## config.mk

```make
export PLATFORM = sky130hd
export DESIGN_NAME = rom_burst_reader
export DESIGN_NICKNAME = d
export VERILOG_FILES = /design/src/rtl/rom_burst_reader.sv
export SDC_FILE = /design/constraint.sdc
export NUM_CORES = 1
export LEC_CHECK = 0
export BUFFER_PORTS_ARGS = -buffer_cell sky130_fd_sc_hd__buf_2
export CELL_PAD_IN_SITES_DETAIL_PLACEMENT = 1
export CELL_PAD_IN_SITES_GLOBAL_PLACEMENT = 2
export CORE_UTILIZATION = 34
export CTS_BUF_LIST = sky130_fd_sc_hd__clkbuf_8
export CTS_CLUSTER_SIZE = 20
export DETAILED_ROUTE_END_ITERATION = 10
export PLACE_DENSITY_LB_ADDON = 0.05
export SLEW_MARGIN = 20
export SYNTH_ARGS = -nofsm -noshare
export SYNTH_HDL_FRONTEND = slang
export SYNTH_SLANG_ARGS = --single-unit
```

## constraint.sdc

```tcl
create_clock -name clk_i -period 5.2 [get_ports clk_i]
set_input_delay 0.78 -clock clk_i [delete_from_list [all_inputs] [get_ports clk_i]]
set_output_delay 0.78 -clock clk_i [all_outputs]
set_load 0.01 [all_outputs]
```

## src/rtl/rom_burst_reader.sv

```systemverilog
// Burst read initiator for a small synchronous ROM: sweeps consecutive addresses with wrap
// and presents each captured word on a valid/ready stream tagged with address and last flag.
module rom_burst_reader #(
   parameter int unsigned ADDR_W = 3,
   parameter int unsigned DATA_W = 8,
   parameter int unsigned LEN_W  = 4
) (
   input  logic              clk_i,
   input  logic              rst_i,
   input  logic              start_i,
   input  logic [ADDR_W-1:0] start_addr_i,
   input  logic [LEN_W-1:0]  burst_len_i,
   output logic              busy_o,
   output logic              done_o,
   output logic              rom_en_o,
   output logic [ADDR_W-1:0] rom_addr_o,
   input  logic [DATA_W-1:0] rom_data_i,
   output logic              out_valid_o,
   input  logic              out_ready_i,
   output logic [DATA_W-1:0] out_data_o,
   output logic [ADDR_W-1:0] out_addr_o,
   output logic              out_last_o
);

   localparam int unsigned      Depth  = 2 ** ADDR_W;
   localparam logic [LEN_W-1:0] MaxLen = LEN_W'(Depth);

   typedef enum logic [1:0] {StIdle, StReq, StWait, StHold} state_e;

   state_e            state_q;
   logic              busy_q;
   logic              done_q;
   logic              rom_en_q;
   logic [ADDR_W-1:0] rom_addr_q;
   logic              out_valid_q;
   logic [DATA_W-1:0] out_data_q;
   logic [ADDR_W-1:0] out_addr_q;
   logic              out_last_q;
   logic [ADDR_W-1:0] cur_addr_q;
   logic [LEN_W-1:0]  remaining_q;

   logic [LEN_W-1:0]  len_clamped;
   logic [ADDR_W-1:0] next_addr;

   // Requests longer than the ROM depth read every location exactly once.
   assign len_clamped = (burst_len_i > MaxLen) ? MaxLen : burst_len_i;
   assign next_addr   = cur_addr_q + ADDR_W'(1);

   always_ff @(posedge clk_i) begin
      if (rst_i) begin
         state_q     <= StIdle;
         busy_q      <= 1'b0;
         done_q      <= 1'b0;
         rom_en_q    <= 1'b0;
         rom_addr_q  <= '0;
         out_valid_q <= 1'b0;
         out_data_q  <= '0;
         out_addr_q  <= '0;
         out_last_q  <= 1'b0;
         cur_addr_q  <= '0;
         remaining_q <= '0;
      end else begin
         done_q <= 1'b0;
         case (state_q)
            StIdle: begin
               if (start_i) begin
                  if (burst_len_i == '0) begin
                     done_q <= 1'b1;
                  end else begin
                     cur_addr_q  <= start_addr_i;
                     remaining_q <= len_clamped;
                     rom_addr_q  <= start_addr_i;
                     rom_en_q    <= 1'b1;
                     busy_q      <= 1'b1;
                     state_q     <= StReq;
                  end
               end
            end
            StReq: begin
               rom_en_q <= 1'b0;
               state_q  <= StWait;
            end
            StWait: begin
               out_data_q  <= rom_data_i;
               out_addr_q  <= cur_addr_q;
               out_last_q  <= (remaining_q == LEN_W'(1));
               out_valid_q <= 1'b1;
               state_q     <= StHold;
            end
            StHold: begin
               // out_valid is always high here, so ready alone completes the handshake.
               if (out_ready_i) begin
                  out_valid_q <= 1'b0;
                  out_last_q  <= 1'b0;
                  remaining_q <= remaining_q - LEN_W'(1);
                  if (out_last_q) begin
                     done_q  <= 1'b1;
                     busy_q  <= 1'b0;
                     state_q <= StIdle;
                  end else begin
                     cur_addr_q <= next_addr;
                     rom_addr_q <= next_addr;
                     rom_en_q   <= 1'b1;
                     state_q    <= StReq;
                  end
               end
            end
            default: state_q <= StIdle;
         endcase
      end
   end

   assign busy_o      = busy_q;
   assign done_o      = done_q;
   assign rom_en_o    = rom_en_q;
   assign rom_addr_o  = rom_addr_q;
   assign out_valid_o = out_valid_q;
   assign out_data_o  = out_data_q;
   assign out_addr_o  = out_addr_q;
   assign out_last_o  = out_last_q;

   a_rom_en_single : assert property (@(posedge clk_i) disable iff (rst_i)
      rom_en_o |=> !rom_en_o);

   a_out_stable : assert property (@(posedge clk_i) disable iff (rst_i)
      (out_valid_o && !out_ready_i) |=> (out_valid_o && $stable(out_data_o)
                                         && $stable(out_addr_o) && $stable(out_last_o)));

   a_done_not_busy : assert property (@(posedge clk_i) disable iff (rst_i)
      done_o |-> !busy_o);

endmodule

```

==> impl_results.md, run 1 <==
- Crit path DAT: 2.23 ns
- Largest cells by area after synthesis: dfxtp_1 (39%), mux2i_1 (11%), ha_1 (8.7%)
- 1st-pass router iterations: 4
- WL/cell: 13.7 µm
- Rows: 22
- Post-synth top area share: 38.7%
- Fin Hold WS: 0.482 ns
- RSZ-0062 raised after global routing: false
- Leak Pwr: 0.681 nW
- Largest net degree at the start of global routing: 27
- DRT iter0 DRCs: 35
- PortBufs: 37
- Hold path startpoint: remaining_q[1]$_SDFFE_PP0P_
- Placed cell area: 0.00151 mm²
- Slew HR: 51.3%
- Post-DP HPWL: 2220 µm
- Reg2reg start: state_q[0]$_SDFFE_PP0P_
- Commonest non-fill, non-tap cell in the layout: buf_2
- Postcts setup bufs: 0
- Die X: 63.7 µm
- Final setup vio count: 0
- Pwr Density: 506 mW/mm²
- Core area: 0.00366 mm²
- Number of remaining DRC errors: 0
- Transition time of the tightest slew-check pin: 0.731 ns
- Critical Path Sink Type: register
- EDFF count, synth: 0
- Synth Warn #: 0
- Inst Count DP: 214
- Cts repair resizes: 0
- GRT Residual Overflow: 0
- Layout area overhead: 20.7%
- Minimum clock period: 2.07 ns
- I/O Pins: 38
- Clock sinks: 25
- Flops & latches, synth: 25
- Post-Synthesis Cells: 135
- Peak Freq: 0.483 GHz
- Die ar.: 0.00405 mm²
- Largest area contributor in the netlist: dfxtp_1
- N_diodes: 0
- Crit path max fanout: 13
- Fin Setup TNS: 0 ns
- Worst skew pair latency: 0.27 ns
- Most frequent cells in the layout: buf_2 (37), dfxtp_1 (25), nor2_1 (16), mux2i_1 (14), ha_1 (9)
- Fillers: 439
- Gr usage total: 16.6%
- Period utilisation layout: 39.8%
- Initial antenna violation count: 0
- Avg Inst Size Synth: 9.57 µm²
- Die H: 63.7 µm
- Final-report hold violation count: 0
- Hold Buf Count CTS: 0
- H-tree depth: 1
- Vias in the first global route: 1,154
- RD Place Congestion: 0.748
- First-pass GRT wire length: 5260 µm
- Aggregate routed wire length: 2990 µm
- Clock Skews: 0.00667 ns
- Longest Clk Path Bufs: 2
- Post-Syn Area: 0.00129 mm²
- Critical Path Start Type: register
- Worst Hold Class: reg -> reg
- Net count of the mapped netlist: 163
- Sequential cell area fraction in the yosys report: 38.7%
- Antenna viol nets, final: 0
- Detailed-route via count: 1,092
- Netlist cell types: 38
- MaxCap Viol Count: 0
- Worst-path clk slew: 0.09 ns
- Main synth FF type: dfxtp_1
- CP Launch Point: state_q[0]$_SDFFE_PP0P_
- Worst VDD drop: 0.188 mV
- Layout cell share with drive strength beyond 1: 29.4%
- Req. time, crit path: 5.35 ns
- Nets: 199
- Finished Layout Cells: 218
- Design Area, Final: 0.00156 mm²
- CTS tree: built
- Root cell of the clock tree: clkbuf_8
- Initial Util: 35.3%
- Critical path class: reg -> reg
- Inserted Clock Buffers: 3
- Share of flip-flops with an asynchronous set or reset: 0%
- Via density: 5.01
- Final total power: 790 µW
- Status: finished, final reports clean
- Fin. max-slew vios: 0
-- final timing paths --
path / cells after the start / slack (ns) / endpoint
min: 2 / 0.48 / remaining_q[1]$_SDFFE_PP0P_
max: 6 / 3.13 / out_last_o$_SDFFE_PP0P_
min reg2reg: 2 / 0.48 / remaining_q[1]$_SDFFE_PP0P_
max reg2reg: 6 / 3.13 / out_last_o$_SDFFE_PP0P_
-- layout make-up --
cell class	count	area [µm²]	share of cell area, %
inverter	7	26.3	1.68
clock buffer	3	41.3	2.65
clock inverter	1	5.00	0.321
tap	48	60.1	3.85
multi-input combinational	97	742	47.6
sequential	25	500	32.1
timing repair buffer	37	185	11.9
-- cells in the mapped netlist, drive strengths merged, types with 3 or more instances --
cell and number:
o21ai 7, nor3 4, mux2i 14, nor2 16
dfxtp 25, clkbuf 5, nand3b 3, ha 9
a21oi 10, nor2b 6, nand2b 3, inv 7
nand2 3
-- worst max-delay path, cell delays in order (launching register included) --
cell     delay, ns
dfxtp_1       0.36
inv_1         0.16
ha_1          0.66
inv_1         0.08
o21ai_0       0.39
mux2i_1       0.26
nor2_1        0.05
-- state kept, by name, summed over array words and instances (netlist names), 2 cells and up --
| signal | cells |
|---|---|
| remaining_q | 4 |
| state_q | 2 |
| cur_addr_q | 3 |
| out_data_o | 8 |
| out_addr_o | 3 |
-- power breakdown --
part           internal [mW]  total (mW)  switching, mW  leakage, nW
clock network         0.0536       0.118         0.0641       0.0255
logic                  0.171       0.382          0.211        0.451
registers              0.246       0.290         0.0446        0.204
total                  0.470       0.790          0.320        0.681
-- metal layers --
layer  track usage [%]  share of wire, %  up-vias
met5                 0                 0        -
met4              5.11               1.0        0
met3              2.36               4.1        4
met2              28.5                48       29
met1              21.2                47      511
li1                  -                 -      548
-- per-stage QoR --
stage               worst slack (ns)  util [%]
finish                          3.13      42.6
global route                    2.91      42.6
global placement                3.19      41.4
CTS                             3.10      42.6
detailed placement              3.12      41.4
floorplan                       3.41         -
-- logic make-up (layout without fill, tap and decap cells) --
kind of cell	Yosys count	count (layout)	share of synthesized area, %
adder cells (fa/ha/maj)	9	9	8.71
AND/OR/NAND/NOR	41	41	17.2
buffers and inverters	13	48	3.87
flip-flops	25	25	38.7
multiplexers	14	14	10.8
AO/OA/AOI/OAI	32	32	19.9
XOR/XNOR	1	1	0.678
Note: power is estimated with default switching activity, not from simulation.
==> run 2, diff against run 1 <==
--- a/config.mk
+++ b/config.mk
@@ -5,10 +5,11 @@
 export SDC_FILE = /design/constraint.sdc
 export NUM_CORES = 1
 export LEC_CHECK = 0
+export ABC_AREA = 1
 export BUFFER_PORTS_ARGS = -buffer_cell sky130_fd_sc_hd__buf_2
 export CELL_PAD_IN_SITES_DETAIL_PLACEMENT = 1
 export CELL_PAD_IN_SITES_GLOBAL_PLACEMENT = 2
-export CORE_UTILIZATION = 34
+export CORE_UTILIZATION = 26
 export CTS_BUF_LIST = sky130_fd_sc_hd__clkbuf_8
 export CTS_CLUSTER_SIZE = 20
 export DETAILED_ROUTE_END_ITERATION = 10
==> constraint.sdc (replaced) <==
create_clock -name clk_i -period 1.9 [get_ports clk_i]
set_input_delay 0.285 -clock clk_i [delete_from_list [all_inputs] [get_ports clk_i]]
set_output_delay 0.285 -clock clk_i [all_outputs]
set_load 0.01 [all_outputs]
==> impl_results.md, run 2 <==
- Req. time, crit path: 2.12 ns
- Critical path class: reg -> reg
- Die ar.: 0.00560 mm²
- R2R cell count: 9
- WP depth: 9
- Inserted Clock Buffers: 3
- Antenna viol nets, final: 0
- I/O Pins: 38
- Net Sw Frac: 45.2%
- CP Launch Point: state_q[0]$_SDFFE_PP0P_
- Worst-path cell chain: inv_1 -> ha_1 -> nand2_1 -> nand2_1 -> inv_2 -> nand3_2 -> nand2_1 -> nand2_1 -> nor2_1
- Final total power: 2.49 mW
- Critical Path Sink Type: register
- Fin. max-slew vios: 0
- Number of remaining DRC errors: 0
- MaxCap Viol Count: 0
- Net count of the mapped netlist: 229
- Netlist cell types: 25
- Nets: 269
- Cell internal pwr: 1.36 mW
- Flops & latches, synth: 25
- Post-Syn Area: 0.00138 mm²
- Initial antenna violation count: 0
- Detailed-route via count: 1,354
- Die H: 74.9 µm
- Main synth FF type: dfxtp_1
- Sequential cell area fraction in the yosys report: 36.3%
- Combinational power share: 52.2%
- RD Place Congestion: 0.732
- Root cell of the clock tree: clkbuf_8
- EDFF count, synth: 0
- Final-report hold violation count: 0
- R2R Setup Slk: 0.21 ns
- Largest net degree at the start of global routing: 21
- Initial Util: 27.0%
- Gr usage total: 14.1%
- CTS tree: built
- Top cells by count, synth: nor2_1 (43), nand2_1 (42), inv_1 (26)
- Layout cell share with drive strength beyond 1: 22.9%
- Crit path DAT: 1.91 ns
- Sequential share of power: 33.9%
- N_diodes: 0
- Layout area overhead: 21.8%
- Worst path buffer plus inverter count: 2
- Cts repair resizes: 0
- Worst skew pair latency: 0.28 ns
- Core area: 0.00511 mm²
- DRT iter0 DRCs: 38
- Critical Path Start Type: register
- Period utilisation layout: 88.7%
- Top-count cell post-synth: nor2_1
- GRT Residual Overflow: 0
- Largest cells by area after synthesis: dfxtp_1 (36%), nor2_1 (12%), nand2_1 (11%)
- H-tree depth: 1
- Leak Pwr: 0.889 nW
- Aggregate routed wire length: 3710 µm
- Multi-input gate area: 736 µm²
- Via density: 4.37
- Largest area contributor in the netlist: dfxtp_1
- Fin Setup TNS: 0 ns
- Hold Buf Count CTS: 0
- Crit Reg-Reg Endpoint: cur_addr_q[2]$_SDFFE_PP0P_
- Crit-path slowest cell: dfxtp_1
- Longest Clk Path Bufs: 2
- Postcts setup bufs: 0
- Slew HR: 61.0%
- Register area: 500 µm²
- Reg2reg start: state_q[0]$_SDFFE_PP0P_
- Avg Inst Size Synth: 6.87 µm²
- Post-Synthesis Cells: 201
- Most frequent cells in the layout: nor2_1 (43), nand2_1 (42), buf_2 (37), inv_1 (26), dfxtp_1 (25)
- Die X: 74.9 µm
- Switching pwr: 1.12 mW
- Minimum clock period: 1.69 ns
- Max reg flops: 8
- Fillers: 670
- Share of flip-flops with an asynchronous set or reset: 0%
- PortBufs: 37
- Util after Layout: 32.9%
- Delay-heaviest family, CP: simple AND/OR/NAND/NOR gates
- RSZ-0062 raised after global routing: false
- Worst-path clk slew: 0.10 ns
- Peak Freq: 0.593 GHz
- Post-DP HPWL: 2930 µm
- WL/cell: 12.0 µm
- Clock Skews: 0.00517 ns
- Clock power share: 13.9%
- Crit path max fanout: 11
- Worst Hold Class: in -> reg
- Final setup vio count: 0
- Rows: 26
- Status: finished, final reports clean
- Transition time of the tightest slew-check pin: 0.585 ns
- Worst VDD drop: 0.522 mV
- Pwr Density: 1480 mW/mm²
- Fin Hold WS: 0.227 ns
- Largest stage delay on the critical path: 0.44 ns
- 1st-pass router iterations: 4
- Clock sinks: 25
- Crit-path most repeated cell: nand2_1
- Critical Path End: cur_addr_q[2]$_SDFFE_PP0P_
- Synth Warn #: 0
- First-pass GRT wire length: 5980 µm
- Vias in the first global route: 1,325
- Post-synth top area share: 36.3%
- Commonest non-fill, non-tap cell in the layout: nor2_1
run 2: cell types whose count changed in the layout (fill, tap and decap cells not counted), moves of 3 or more:
| cell | previous run | this run |
|---|---|---|
| mux2i_1 | 14 | 0 |
| inv_1 | 7 | 26 |
| nor2_1 | 16 | 43 |
| nor2_2 | 0 | 3 |
| buf_4 | 0 | 3 |
| nand2_1 | 3 | 42 |
| nor2b_1 | 6 | 0 |
| o21ai_0 | 4 | 13 |
| nand3_1 | 0 | 11 |
run 2: layout make-up:
class                           instances  area share, %
Clock buffer                            3           2.46
Clock inverter                          1          0.446
Inverter                               27           6.03
Multi-Input combinational cell        144           43.8
Sequential cell                        25           29.8
Tap cell                               70           5.21
Timing Repair Buffer                   40           12.4
run 2: cells by family after synthesis:
kind of cell    synth area share, %
compound gates                 9.52
xor+xnor                      0.635
fa+ha+maj                      8.16
buf+inv                        10.4
flops                          36.3
simple gates                   35.0
run 2: worst min path at each step:
stage	start	cells past startpoint	endpoint	slack, ns
after floorplan	rst_i	1	state_q[0]$_SDFFE_PP0P_	0.35
after detailed placement	out_valid_o$_SDFFE_PP0P_	2	out_valid_o$_SDFFE_PP0P_	0.47
after global routing	rom_data_i[0]	3	out_data_o[0]$_SDFFE_PP0P_	0.23
after global placement	out_valid_o$_SDFFE_PP0P_	2	out_valid_o$_SDFFE_PP0P_	0.47
final	rom_data_i[1]	3	out_data_o[1]$_SDFFE_PP0P_	0.23
after CTS	rom_data_i[1]	3	out_data_o[1]$_SDFFE_PP0P_	0.22
run 2: power groups by stage:
stage / Sequential, mW / Combinational (mW) / Clock, mW
3_3_place_gp: 0.848 / 1.27 / 0
4_1_cts: 0.846 / 1.32 / 0.368
3_5_place_dp: 0.858 / 1.32 / 0
6_report: 0.843 / 1.30 / 0.346
5_1_grt: 0.870 / 1.49 / 0.379
2_1_floorplan: 0.911 / 0.868 / 0
run 2: worst reg2reg max path, stage by stage, from the launching register on:
cell and delay [ns]:
dfxtp_1 0.44, inv_1 0.13, ha_1 0.29, nand2_1 0.09
nand2_1 0.06, inv_2 0.22, nand3_2 0.17, nand2_1 0.10
nand2_1 0.05, nor2_1 0.09
run 2: layer usage:
| metal | share of wire [%] | GRT usage (%) |
|---|---|---|
| met2 | 48 | 24.0 |
| met1 | 49 | 18.3 |
| met5 | 0 | 0 |
| met3 | 2.3 | 2.01 |
| met4 | 0.62 | 4.40 |
run 2: stage by stage:
| step | instance area (µm²) | std cells | setup slack [ns] |
|---|---|---|---|
| global route | 1680 | 310 | 0.0187 |
| finish | 1680 | 310 | 0.215 |
| detailed placement | 1630 | 306 | 0.231 |
| global placement | 1630 | 306 | 0.325 |
| CTS | 1680 | 310 | 0.195 |
| floorplan | 1380 | 201 | 0.484 |
==> run 3, diff against run 2 <==
--- a/config.mk
+++ b/config.mk
@@ -13,7 +13,7 @@
 export CTS_BUF_LIST = sky130_fd_sc_hd__clkbuf_8
 export CTS_CLUSTER_SIZE = 20
 export DETAILED_ROUTE_END_ITERATION = 10
-export PLACE_DENSITY_LB_ADDON = 0.05
+export PLACE_DENSITY_LB_ADDON = 0.1
 export SLEW_MARGIN = 20
 export SYNTH_ARGS = -nofsm -noshare
 export SYNTH_HDL_FRONTEND = slang
==> impl_results.md, run 3 (synthesis gave the netlist of run 2 again) <==
- Critical path class: reg -> reg
- 1st-pass router iterations: 2
- Crit Reg-Reg Endpoint: cur_addr_q[2]$_SDFFE_PP0P_
- N_diodes: 0
- Register area: 500 µm²
- Vias in the first global route: 1,230
- Layout cell share with drive strength beyond 1: 23.6%
- MaxCap Viol Count: 0
- Initial antenna violation count: 0
- WL/cell: 11.1 µm
- Core area: 0.00511 mm²
- Layout area overhead: 22.9%
- Worst-path cell chain: inv_1 -> ha_1 -> nand2_1 -> nand2_1 -> inv_2 -> nand3_2 -> nand2_1 -> nand2_1 -> nor2_1
- Critical Path Sink Type: register
- Gr usage total: 13.5%
- Peak Freq: 0.606 GHz
- Transition time of the tightest slew-check pin: 0.298 ns
- R2R Setup Slk: 0.25 ns
- CTS tree: built
- Via density: 4.25
- DRT iter0 DRCs: 51
- Leak Pwr: 0.899 nW
- Crit-path most repeated cell: nand2_1
- Die X: 74.9 µm
- Critical Path Start Type: register
- Fin Setup TNS: 0 ns
- Die H: 74.9 µm
- Max reg flops: 8
- Crit path DAT: 1.88 ns
- GRT Residual Overflow: 0
- PortBufs: 37
- Final total power: 2.44 mW
- Commonest non-fill, non-tap cell in the layout: nor2_1
- Die ar.: 0.00560 mm²
- Fillers: 687
- Root cell of the clock tree: clkbuf_8
- Minimum clock period: 1.65 ns
- Pwr Density: 1440 mW/mm²
- Clock sinks: 25
- Hold Path Stages: 3
- Cts repair resizes: 0
- Longest Clk Path Bufs: 2
- I/O Pins: 38
- Util after Layout: 33.2%
- Period utilisation layout: 86.9%
- Inserted Clock Buffers: 3
- Worst Hold Class: in -> reg
- H-tree depth: 1
- Multi-input gate area: 736 µm²
- Slew HR: 80.1%
- Hold Buf Count CTS: 0
- Reg2reg start: state_q[0]$_SDFFE_PP0P_
- Largest net degree at the start of global routing: 16
- Most frequent cells in the layout: nor2_1 (43), nand2_1 (42), buf_2 (37), inv_1 (26), dfxtp_1 (25)
- RD Place Congestion: 0.786
- Worst-path clk slew: 0.10 ns
- Worst skew pair latency: 0.28 ns
- Final-report hold violation count: 0
- Worst Hold End: out_data_o[0]$_SDFFE_PP0P_
- Aggregate routed wire length: 3450 µm
- Final setup vio count: 0
- Status: finished, final reports clean
- Crit path max fanout: 11
- Antenna viol nets, final: 0
- Postcts setup bufs: 0
- Hold path startpoint: rom_data_i[0]
- Clock Skews: 0.00249 ns
- Crit-path slowest cell: dfxtp_1
- Fin. max-slew vios: 0
- Rows: 26
- R2R cell count: 9
- RSZ-0062 raised after global routing: false
- Largest stage delay on the critical path: 0.44 ns
- Initial Util: 27.0%
- Req. time, crit path: 2.12 ns
- First-pass GRT wire length: 5580 µm
- Post-DP HPWL: 2760 µm
- Number of remaining DRC errors: 0
- Detailed-route via count: 1,326
- Worst VDD drop: 0.454 mV
- Nets: 271
-- run 3: cell types whose count changed in the layout (fill, tap and decap cells not counted) --
| cell | before | now |
|---|---|---|
| buf_4 | 3 | 5 |
-- run 3: stage by stage --
| step | hold WS (ns) | std cells | instance area (µm²) | setup slack, ns |
|---|---|---|---|---|
| 2_1_floorplan | 0.347 | 201 | 1380 | 0.484 |
| 3_3_place_gp | 0.474 | 308 | 1650 | 0.304 |
| 3_5_place_dp | 0.476 | 308 | 1650 | 0.242 |
| 4_1_cts | 0.210 | 312 | 1700 | 0.220 |
| 5_1_grt | 0.220 | 312 | 1700 | 0.0823 |
| 6_report | 0.218 | 312 | 1700 | 0.249 |
-- run 3: metal layers --
layer  wire [µm]  vias up  GRT usage [%]  part of all wire [%]
met4          57        0           5.66                   1.7
met5           0        -              0                     0
met3         102        5           2.28                   3.0
li1            -      705              -                     -
met2        1590       19           21.7                    46
met1        1700      597           17.9                    49
-- run 3: critical path: cells and delay by family, from the launching register on --
kind | cells | cell delay, ns
buffers and inverters | 2 | 0.33
AND/OR/NAND/NOR | 6 | 0.55
flip-flops | 1 | 0.44
adder cells (fa/ha/maj) | 1 | 0.29
-- run 3: final cells by class --
cell class,count,area share (%)
multi-input cells,144,43.4
inverters,27,5.97
clock buffers,3,2.43
flip-flops and latches,25,29.5
repair buffers,42,13.1
clock inverters,1,0.442
well taps,70,5.16
-- run 3: how the worst max path moves through the flow --
stage,startpoint,end,slack [ns]
global placement,state_q[0]$_SDFFE_PP0P_,cur_addr_q[2]$_SDFFE_PP0P_,0.30
finish,state_q[0]$_SDFFE_PP0P_,cur_addr_q[2]$_SDFFE_PP0P_,0.25
detailed placement,state_q[0]$_SDFFE_PP0P_,cur_addr_q[2]$_SDFFE_PP0P_,0.24
global route,state_q[0]$_SDFFE_PP0P_,cur_addr_q[1]$_SDFFE_PP0P_,0.08
CTS,state_q[0]$_SDFFE_PP0P_,cur_addr_q[2]$_SDFFE_PP0P_,0.22
floorplan,state_q[0]$_SDFFE_PP0P_,remaining_q[2]$_SDFFE_PP0P_,0.48
-- run 3: power by group --
group          internal, mW  switching (mW)  total (mW)
clock                 0.149           0.198       0.348
sequential            0.719           0.125       0.844
combinational         0.495           0.757        1.25
